--- src/rtl/pipeline_ctrl.sv ---
// pipeline_ctrl: sequencing controller for the 3-stage core
// (fetch -> decode_execute -> memory_writeback).
// Owns the per-stage valid bits and stage-advance enables; resolves
// load-use stalls, branch/jump redirects, memory-busy freezes and
// flash (fence.i/ecall) drains. No datapath passes through here.
//
// Handshake note: there is no valid/ready pair in this block. Stage
// advance is a plain enable: a stage register loads when its enable is
// high in a cycle, and the matching *_valid bit describes what it holds.
module pipeline_ctrl #(
    parameter int FLUSH_CYCLES = 2,
    parameter int CNT_W        = 32
) (
    input  logic             clk,
    input  logic             rst,
    input  logic             imem_valid,
    input  logic [4:0]       de_rs1_num,
    input  logic [4:0]       de_rs2_num,
    input  logic             br_taken,
    input  logic             jump,
    input  logic             flash,
    input  logic             mw_busy,
    input  logic             mw_is_load,
    input  logic             mw_wb_reg,
    input  logic [4:0]       mw_rd_num,
    output logic             fetch_en,
    output logic             pc_load,
    output logic             de_valid,
    output logic             mw_en,
    output logic             mw_valid,
    output logic [1:0]       ctrl_state,
    output logic [CNT_W-1:0] stall_cnt
);

    typedef enum logic [1:0] {
        ST_RUN      = 2'd0,
        ST_MEM_WAIT = 2'd1,
        ST_REDIRECT = 2'd2,
        ST_DRAIN    = 2'd3
    } state_t;

    localparam int FW = (FLUSH_CYCLES > 1) ? $clog2(FLUSH_CYCLES) : 1;
    localparam logic [FW-1:0] FLUSH_LAST = FW'(FLUSH_CYCLES - 1);

    state_t           state_q, state_d;
    logic             de_valid_q, de_valid_d;
    logic             mw_valid_q, mw_valid_d;
    logic [FW-1:0]    flush_cnt_q, flush_cnt_d;
    logic [CNT_W-1:0] stall_cnt_q;

    logic fetch_en_c, pc_load_c, mw_en_c;
    logic redir_hz, lu_hz, flash_hz;

    // Hazard terms only matter when decode_execute holds a live instruction.
    assign redir_hz = de_valid_q & (br_taken | jump);
    assign flash_hz = de_valid_q & flash;
    assign lu_hz    = de_valid_q & mw_valid_q & mw_is_load & mw_wb_reg &
                      (mw_rd_num != 5'd0) &
                      ((mw_rd_num == de_rs1_num) | (mw_rd_num == de_rs2_num));

    // Next-state and stage enables; enables forced low while in reset.
    always_comb begin
        fetch_en_c  = 1'b0;
        pc_load_c   = 1'b0;
        mw_en_c     = 1'b0;
        state_d     = state_q;
        de_valid_d  = de_valid_q;
        mw_valid_d  = mw_valid_q;
        flush_cnt_d = flush_cnt_q;
        case (state_q)
            ST_RUN, ST_MEM_WAIT: begin
                // MEM_WAIT behaves as RUN in the cycle mw_busy drops.
                if (mw_busy) begin
                    state_d = ST_MEM_WAIT;
                end else if (flash_hz) begin
                    mw_en_c     = 1'b1;
                    pc_load_c   = 1'b1;
                    de_valid_d  = 1'b0;
                    mw_valid_d  = 1'b1;
                    flush_cnt_d = '0;
                    state_d     = ST_DRAIN;
                end else if (redir_hz) begin
                    pc_load_c  = 1'b1;
                    fetch_en_c = 1'b1;
                    mw_en_c    = 1'b1;
                    de_valid_d = 1'b0;
                    mw_valid_d = 1'b1;
                    state_d    = ST_REDIRECT;
                end else if (lu_hz) begin
                    // Hold fetch and DE, push a bubble into MW for one cycle.
                    mw_valid_d = 1'b0;
                    state_d    = ST_RUN;
                end else begin
                    fetch_en_c = 1'b1;
                    mw_en_c    = de_valid_q;
                    de_valid_d = imem_valid;
                    mw_valid_d = de_valid_q;
                    state_d    = ST_RUN;
                end
            end
            ST_REDIRECT: begin
                // Frozen while memory is busy; otherwise one refill cycle.
                if (!mw_busy) begin
                    fetch_en_c = 1'b1;
                    de_valid_d = 1'b0;
                    mw_valid_d = 1'b0;
                    state_d    = ST_RUN;
                end
            end
            default: begin
                // DRAIN: let MW retire, then idle FLUSH_CYCLES before fetching.
                de_valid_d = 1'b0;
                if (mw_busy) begin
                    flush_cnt_d = '0;
                end else if (mw_valid_q) begin
                    mw_valid_d  = 1'b0;
                    flush_cnt_d = '0;
                end else if (flush_cnt_q == FLUSH_LAST) begin
                    flush_cnt_d = '0;
                    state_d     = ST_RUN;
                end else begin
                    flush_cnt_d = flush_cnt_q + FW'(1);
                end
            end
        endcase
        if (rst) begin
            fetch_en_c = 1'b0;
            pc_load_c  = 1'b0;
            mw_en_c    = 1'b0;
        end
    end

    // Controller state, stage valid bits and flush counter.
    always_ff @(posedge clk) begin
        if (rst) begin
            state_q     <= ST_RUN;
            de_valid_q  <= 1'b0;
            mw_valid_q  <= 1'b0;
            flush_cnt_q <= '0;
        end else begin
            state_q     <= state_d;
            de_valid_q  <= de_valid_d;
            mw_valid_q  <= mw_valid_d;
            flush_cnt_q <= flush_cnt_d;
        end
    end

    // Saturating count of cycles in which fetch did not advance.
    always_ff @(posedge clk) begin
        if (rst) begin
            stall_cnt_q <= '0;
        end else if (!fetch_en_c && (stall_cnt_q != {CNT_W{1'b1}})) begin
            stall_cnt_q <= stall_cnt_q + CNT_W'(1);
        end
    end

    assign fetch_en   = fetch_en_c;
    assign pc_load    = pc_load_c;
    assign mw_en      = mw_en_c;
    assign de_valid   = de_valid_q;
    assign mw_valid   = mw_valid_q;
    assign ctrl_state = state_q;
    assign stall_cnt  = stall_cnt_q;

endmodule

--- config.mk ---
export PLATFORM = sky130hd
export DESIGN_NAME = pipeline_ctrl
export DESIGN_NICKNAME = d
export VERILOG_FILES = /design/src/rtl/pipeline_ctrl.sv
export SDC_FILE = /design/constraint.sdc
export NUM_CORES = 1
export LEC_CHECK = 0
export ABC_CLOCK_PERIOD_IN_PS = 3000
export CORE_ASPECT_RATIO = 1.4
export CORE_MARGIN = 2
export CORE_UTILIZATION = 62
export DETAILED_ROUTE_END_ITERATION = 16
export DONT_BUFFER_PORTS = 1
export PLACE_DENSITY = 0.84
export SYNTH_ARGS = -nofsm -noshare
export SYNTH_HDL_FRONTEND = slang
export SYNTH_SLANG_ARGS = --single-unit
--- constraint.sdc ---
create_clock -name clk -period 3 [get_ports clk]
set_input_delay 0.6 -clock clk [delete_from_list [all_inputs] [get_ports clk]]
set_output_delay 0.6 -clock clk [all_outputs]
set_load 0.05 [all_outputs]
# Word-level counts from Yosys, hierarchy flattened
# Cells that the tools add are included.
[totals]
register_bits = 37
input_bits = 24
output_inout_bits = 39
wordCells = 77
[classes]
add_sub_neg = 2
eq_ne = 11
mux = 40
bitwise_logic = 10
reduce_logical = 9
[ops]
columns = ["cell", "count"]
rows = [
  ["adder 32 x 1 -> 32 bit, second input constant", 1],
  ["inequality test 32 bit, second input constant", 1],
  ["2-to-1 mux 1 bit", 29],
  ["2-to-1 mux 2 bit", 7],
  ["equality test 5 bit", 2],
  ["AND 1 bit", 7],
  ["inequality test 2 bit, second input constant", 3],
  ["case mux 1 bit (2 select lines)", 3],
  ["AND reduction 3 bit", 2],
  ["nonzero test 5 bit", 1],
  ["inequality test 4 bit, second input constant", 1],
  ["case mux 2 bit (2 select lines)", 1],
  ["AND reduction 4 bit", 1],
  ["inequality test 3 x 1 -> 1 bit, second input constant", 1],
  ["nonzero test 3 bit", 1],
  ["equality test 2 x 1 -> 1 bit, second input constant", 1],
  ["equality test 2 bit, second input constant", 1],
  ["logical NOT 2 bit", 1],
  ["inequality test 2 x 1 -> 1 bit, second input constant", 1],
  ["bitwise OR 1 bit", 2],
  ["OR reduction 2 bit", 1],
  ["adder 1 bit, second input constant", 1],
  ["logical AND 1 bit", 1],
  ["logical NOT 1 bit", 1],
  ["NOT 1 bit", 1],
]

# Depth between registers and ports, before layout
# Gate-level depths: netlist of the first run.
[depth]
word_depth = 13
ltp_mapped = 10
depth_no_buf = 7

# Least setup slack after synthesis of the first run
# OpenSTA, ideal clock, no wires.
[synth_timing]
kind = "register to output"
from = "register state_q[1], in the netlist ctrl_state[1]"
to = "output port fetch_en"
arrival_time_ns = 2.108
required_time_ns = 2.400
setup_slack_ns = 0.292
path_stages_with_launch = 6
path_buffers = 2
path_cell_list = "dfxtp_1 > nor2_1 > or4b_1 > a31oi_2 > buf_2 > buf_2"
[synth_between]
elab_chain_len = 4
elab_cells_between_ends = 6
classes_between = "2 x eq/ne; 2 x mux; 2 x reduce/logical"
[synth_rtl]
columns = ["item", "line_no", "source"]
rows = [
  ["start, declared", "45", "state_t state_q, state_d;"],
  ["start signal, assigned", "141", "state_q <= state_d;"],
  ["equality test 2 x 1 -> 1 bit or logical NOT 2 bit (tied branches)", "70", "case (state_q)"],
  ["OR reduction 2 bit", "70", ""],
  ["case mux 1 bit (2 select lines) (*)", "70", ""],
  ["2-to-1 mux 1 bit (*)", "126", "if (rst) begin"],
  ["end, declared", "26", "output logic fetch_en,"],
]
# Mark *: on every way between the ends. The rest lies on a longest branch, timed or not.

# Final worst setup path of the first run
[layout_timing]
from = "register de_valid_q, in the netlist de_valid"
to = "output port mw_en"
[layout_between]
elab_chain_len = 11
elab_cells_between_ends = 13
classes_between = "6 x mux; 7 x bitwise"
[layout_rtl]
columns = ["item", "line_no", "source"]
rows = [
  ["start, declared", "46", "logic de_valid_q, de_valid_d;"],
  ["start signal, assigned", "142", "de_valid_q <= de_valid_d;"],
  ["AND 1 bit (4 in series)", "57", "assign lu_hz = de_valid_q & mw_valid_q & mw_is_load & mw_wb_reg &"],
  ["AND 1 bit", "58", "(mw_rd_num != 5'd0) &"],
  ["2-to-1 mux 1 bit", "89", "end else if (lu_hz) begin"],
  ["2-to-1 mux 1 bit", "82", "end else if (redir_hz) begin"],
  ["2-to-1 mux 1 bit (*)", "75", "end else if (flash_hz) begin"],
  ["2-to-1 mux 1 bit (*)", "73", "if (mw_busy) begin"],
  ["2-to-1 mux 1 bit (*)", "70", ""],
  ["2-to-1 mux 1 bit (*)", "126", ""],
  ["end, declared", "29", "output logic mw_en,"],
]
# Marked as above.

==> flow_summary.ini, run 1 <==
[status]
status = finished clean

[timing]
fin_skew_ns = 0.009648
max_slew_margin = 0.2748
setup_viol = 0
tns_ns = 0
finalWorstSetupSlack_ns = 0.2588
worstMarginPinSlew_ns = 1.088
hold_viol = 0
rsz0062_at_grt = false
hold_slack_ns = 0.3556
layout_min_cycle_time_ns = 2.741
fmax_mhz = 364.8
period_share = 0.9137
final-max-slew-violation-count = 0

[setup_path]
crit_path_start = de_valid
regToRegSetupSlack_ns = 0.48
r2r_end = stall_cnt[26]
crit_arrival_ns = 2.14
end_kind = output pin
cp.required_ns = 2.40
crit_path_start_kind = register
crit_path_max_fanout = 7
r2r-start = stall_cnt[26]
critical_path_class = register to output pin
reg2regPathDepth = 6

[layout]
mostFrequentLayoutCells = dfxtp_1 (37), a21oi_1 (33), buf_4 (30), or4_1 (23), o31ai_1 (22)
areaGrowthSynthToFinish_pct = 14.04
layout_commonest_cell = dfxtp_1
antenna_cells = 0
final_nets = 301
drive_above_1_share = 0.1733
n_fill_cell = 283

[detailed_routing]
drc = 0
final_antenna_net_count = 0
wl_um = 5116
drt-wirelength-per-cell_um = 16.14
vias = 2079
drtPass1Iterations = 4
first_iter_violations = 79
via_per_inst = 6.558

[synth]
yosys_register_bits = 37
synth_edf_count = 0
synthDistinctLibCells = 48
yosysWarnings = 0
avgSynthCellArea_um2 = 8.315
syn_inst = 254
synth_flop_cell = dfxtp_1
syn_area_mm2 = 0.002112
synth_top_area_cell = dfxtp_1
async_reset_ff_frac = 0
synth_seq_area_share = 0.3507
synth_nets = 279
synth_area_leaders = dfxtp_1 (35%), or4_1 (8.2%), a21oi_1 (7.8%), o31ai_1 (7.8%), xnor2_1 (4.1%)
yosysTopAreaCellShare = 0.3507

[clocking]
h-tree-depth = 2
clockBufferDepth = 2
cts-root-buf = clkbuf_8
cts_made_buffers = 5
clk_latency_ns = 0.30
cts_tree = done
clock_sinks = 37
clk_pin_slew_ns = 0.08
cts_resized = 0
post_cts_buffers = 0
cts_hold_buf = 0

[grt]
grt_pass1_vias = 2037
grtUsageMet1 = 0.2747
antenna_found_initial = 0
grt_usage = 0.2884
grt_pass1_wl_um = 8431
use_met3 = 0.07787
met2_usage = 0.5597
grt_max_degree = 62
grt_overflow = 0
grt_busiest_layer = met2

[power]
cellPowerDensity_mw_per_mm2 = 390.2
power.leakage_nw = 0.7880
ir_drop_mv = 0.3286

[worst_hold_path]
min_from = rst
holdPathStages = 1
hold_path_end = flush_cnt_q
hold_path.class = input port to register

[place]
hpwl_um = 3713
pre_cts_slack_ns = 0.4190
place.gp.congestion = 0.7221
numPortBuffers = 0

[floorplanning]
die_width_um = 53.33
start_util = 0.6370
dieArea_mm2 = 0.003896
row_count = 25
core_area_mm2 = 0.003316
fp.dieH_um = 73.06
ios = 63

[job]
cap_violations = 0
[where the power goes]
group          leakage, nW  total (mW)  internal (mW)  switching, mW
combinational        0.444      0.0855         0.0325         0.0530
sequential           0.299       0.509          0.497         0.0120
clock               0.0450       0.346          0.161          0.185
[cells by family after synthesis]
kind of cell | count (synthesis) | share of synthesized area
buffers and inverters | 21 | 0.05153
AO/OA/AOI/OAI | 70 | 0.2091
multiplexers | 4 | 0.02133
flip-flops | 37 | 0.3507
AND/OR/NAND/NOR | 111 | 0.3199
XOR/XNOR | 10 | 0.04147
adder cells (fa/ha/maj) | 1 | 0.005923
[how the worst max path moves through the flow]
stage	depth (start not counted)	slack, ns	to
3_5_place_dp	4	0.42	mw_en
5_1_grt	4	0.16	mw_en
6_report	4	0.26	mw_en
3_3_place_gp	4	0.44	mw_en
2_1_floorplan	5	0.29	fetch_en
4_1_cts	4	0.25	mw_en
[per-stage QoR]
stage	total power, mW	std cells	cell area (µm²)	utilization
final	0.9399	317	2409	0.7264
after global routing	0.9683	317	2409	0.7264
after CTS	0.9459	317	2409	0.7264
after detailed placement	0.6057	309	2326	0.7015
after global placement	0.6034	309	2326	0.7015
after floorplan	0.5941	254	2112	-
[sequential cells by signal, summed over array words and instances (netlist names)]
register     count
ctrl_state       2
de_valid         1
flush_cnt_q      1
mw_valid         1
stall_cnt       32
[cells in the mapped netlist, drive strengths merged, types with 5 or more instances]
library cell,n
o31ai,22
nor2,16
nand4,9
buf,7
nor3,5
a21oi,33
nand3,14
nor4,5
clkbuf,9
dfxtp,37
or4,23
nand2,21
o21ai,5
xnor2,10
[worst max-delay path, stage by stage (launching register included)]
cell and delay, ns:
dfxtp_1 0.53, nand4_1 0.19, a21oi_1 0.09, and2_1 0.19, a21oi_1 0.83
[routing by layer]
| metal | wire [µm] | part of all wire |
|---|---|---|
| met5 | 0 | 0 |
| met4 | 85 | 0.017 |
| met3 | 303 | 0.059 |
| met2 | 2867 | 0.56 |
| met1 | 1860 | 0.36 |
[final cells by class]
class	instances	area (µm²)	area share
multi-input combinational	196	1271	0.5278
sequential	37	740.7	0.3075
timing repair buffer	31	245.2	0.1018
clock buffer	6	72.57	0.03013
tap	40	50.05	0.02078
inverter	5	18.77	0.007792
clock inverter	2	10.01	0.004156
Note: power is estimated with default switching activity, not from simulation.
==> run 2, diff against run 1 <==
CTS_CLUSTER_SIZE = 28   (was default)
SLEW_MARGIN = 20   (was default)
==> results of run 2 <==
Same layout as run 1: the final DEF is identical, and so are final timing and power.
==> run 3, diff against run 2 <==
CORE_ASPECT_RATIO = 1.25   (was 1.4)
==> flow_summary.ini, run 3 (synthesized netlist as in run 1, its figures left out) <==
[setup_path]
r2r_end = stall_cnt[28]
crit_path_max_fanout = 6
regToRegSetupSlack_ns = 0.49
reg2regPathDepth = 8
critical_path_class = register to output pin
crit_path_start = de_valid
r2r-start = stall_cnt[0]
crit_path_start_kind = register
cp.required_ns = 2.40
crit_arrival_ns = 2.06
end_kind = output pin
crit_path_end = mw_en

[place]
hpwl_um = 3665
dp_cells = 308
placed_area_mm2 = 0.002337
place.gp.congestion = 0.7914
numPortBuffers = 0

[floorplanning]
core_area_mm2 = 0.003223
dieArea_mm2 = 0.003892
fp.dieH_um = 69.26
start_util = 0.6553
ios = 63
row_count = 23
die_width_um = 56.21

[timing]
worstMarginPinSlew_ns = 1.074
final-max-slew-violation-count = 0
setup_viol = 0
layout_min_cycle_time_ns = 2.656
hold_slack_ns = 0.3690
tns_ns = 0
fin_skew_ns = 0.004698
rsz0062_at_grt = false
period_share = 0.8853
hold_viol = 0
fmax_mhz = 376.5
max_slew_margin = 0.2838

[layout]
register_area_um2 = 740.7
largest_reg_flops = 32
mostFrequentLayoutCells = dfxtp_1 (37), a21oi_1 (33), buf_4 (32), or4_1 (23), o31ai_1 (22)
antenna_cells = 0
final_nets = 303
n_fill_cell = 251
drive_above_1_share = 0.1769
multi_input_area_mm2 = 0.001271
layout_commonest_cell = dfxtp_1
finalInstanceArea_mm2 = 0.002411
areaGrowthSynthToFinish_pct = 14.16
fin_cells = 314

[grt]
grt_usage = 0.2666
antenna_found_initial = 0
grt_pass1_wl_um = 8480
grt_overflow = 0
grt_pass1_vias = 1966
grt_max_degree = 44

[clocking]
cts_tree = done
cts_resized = 0
clk_pin_slew_ns = 0.07
clockBufferDepth = 2
cts_made_buffers = 5
cts_hold_buf = 0
clk_latency_ns = 0.29
post_cts_buffers = 0
clock_sinks = 37
h-tree-depth = 2
cts-root-buf = clkbuf_8

[power]
power.leakage_nw = 0.7927
cellPowerDensity_mw_per_mm2 = 382.7
ir_drop_mv = 0.3016
p_sw_uw = 236.4
swShare = 0.2563
pwr-share-seq = 0.545
power_frac_comb = 0.106
p_clk_frac = 0.349
internal_power_uw = 686.2

[detailed_routing]
vias = 2059
final_antenna_net_count = 0
via_per_inst = 6.557
drtPass1Iterations = 4
drt-wirelength-per-cell_um = 15.89
drc = 0
wl_um = 4991
first_iter_violations = 122

[status]
status = finished clean

[worst_hold_path]
hold_path.class = input port to register

[job]
cap_violations = 0
run 3: changes by cell type in the layout (fill, tap and decap cells not counted), sizes merged:
cell	change
buf	+2
clkbuf	-1
clkinv	-1
run 3: final cells by class:
class / instances / area share
Sequential cell: 37 / 0.3072
Clock inverter: 1 / 0.002076
Inverter: 5 / 0.007784
Multi-Input combinational cell: 196 / 0.5272
Clock buffer: 5 / 0.02854
Timing Repair Buffer: 33 / 0.1079
Tap cell: 37 / 0.01920
run 3: routing by layer:
metal,up-vias,track usage,wire length (µm)
met1,966,0.2882,1994
met2,66,0.4915,2643
met4,0,0.09259,71
met3,6,0.06903,281
li1,1021,-,-
met5,-,0,0
run 3: stage by stage:
| step | power (mW) | setup WS (ns) | utilization |
|---|---|---|---|
| floorplan | 0.5941 | 0.2921 | - |
| global placement | 0.6094 | 0.4564 | 0.7252 |
| detailed placement | 0.6118 | 0.4485 | 0.7252 |
| CTS | 0.9288 | 0.3345 | 0.7481 |
| global route | 0.9528 | 0.2619 | 0.7481 |
| finish | 0.9226 | 0.3441 | 0.7481 |
run 3: worst min path at each step:
stage,end,from,depth (start not counted),slack (ns)
CTS,stall_cnt[8],rst,1,0.36
global placement,flush_cnt_q,flush_cnt_q,2,0.50
floorplan,flush_cnt_q,flush_cnt_q,2,0.48
global route,stall_cnt[7],rst,1,0.36
detailed placement,flush_cnt_q,flush_cnt_q,2,0.52
finish,stall_cnt[17],rst,1,0.37
run 3: power by group through the flow:
stage,Combinational [mW],Sequential (mW),Clock [mW]
after detailed placement,0.0973,0.514,0
after global routing,0.105,0.504,0.344
after floorplan,0.0577,0.536,0
final,0.0974,0.503,0.322
after global placement,0.0955,0.514,0
after CTS,0.0976,0.503,0.328
run 3: worst max-delay path, stage by stage, from the launching register on:
cell     delay [ns]
dfxtp_1        0.36
buf_4          0.21
nand4_1        0.10
a21oi_1        0.08
and2_1         0.19
a21oi_1        0.82
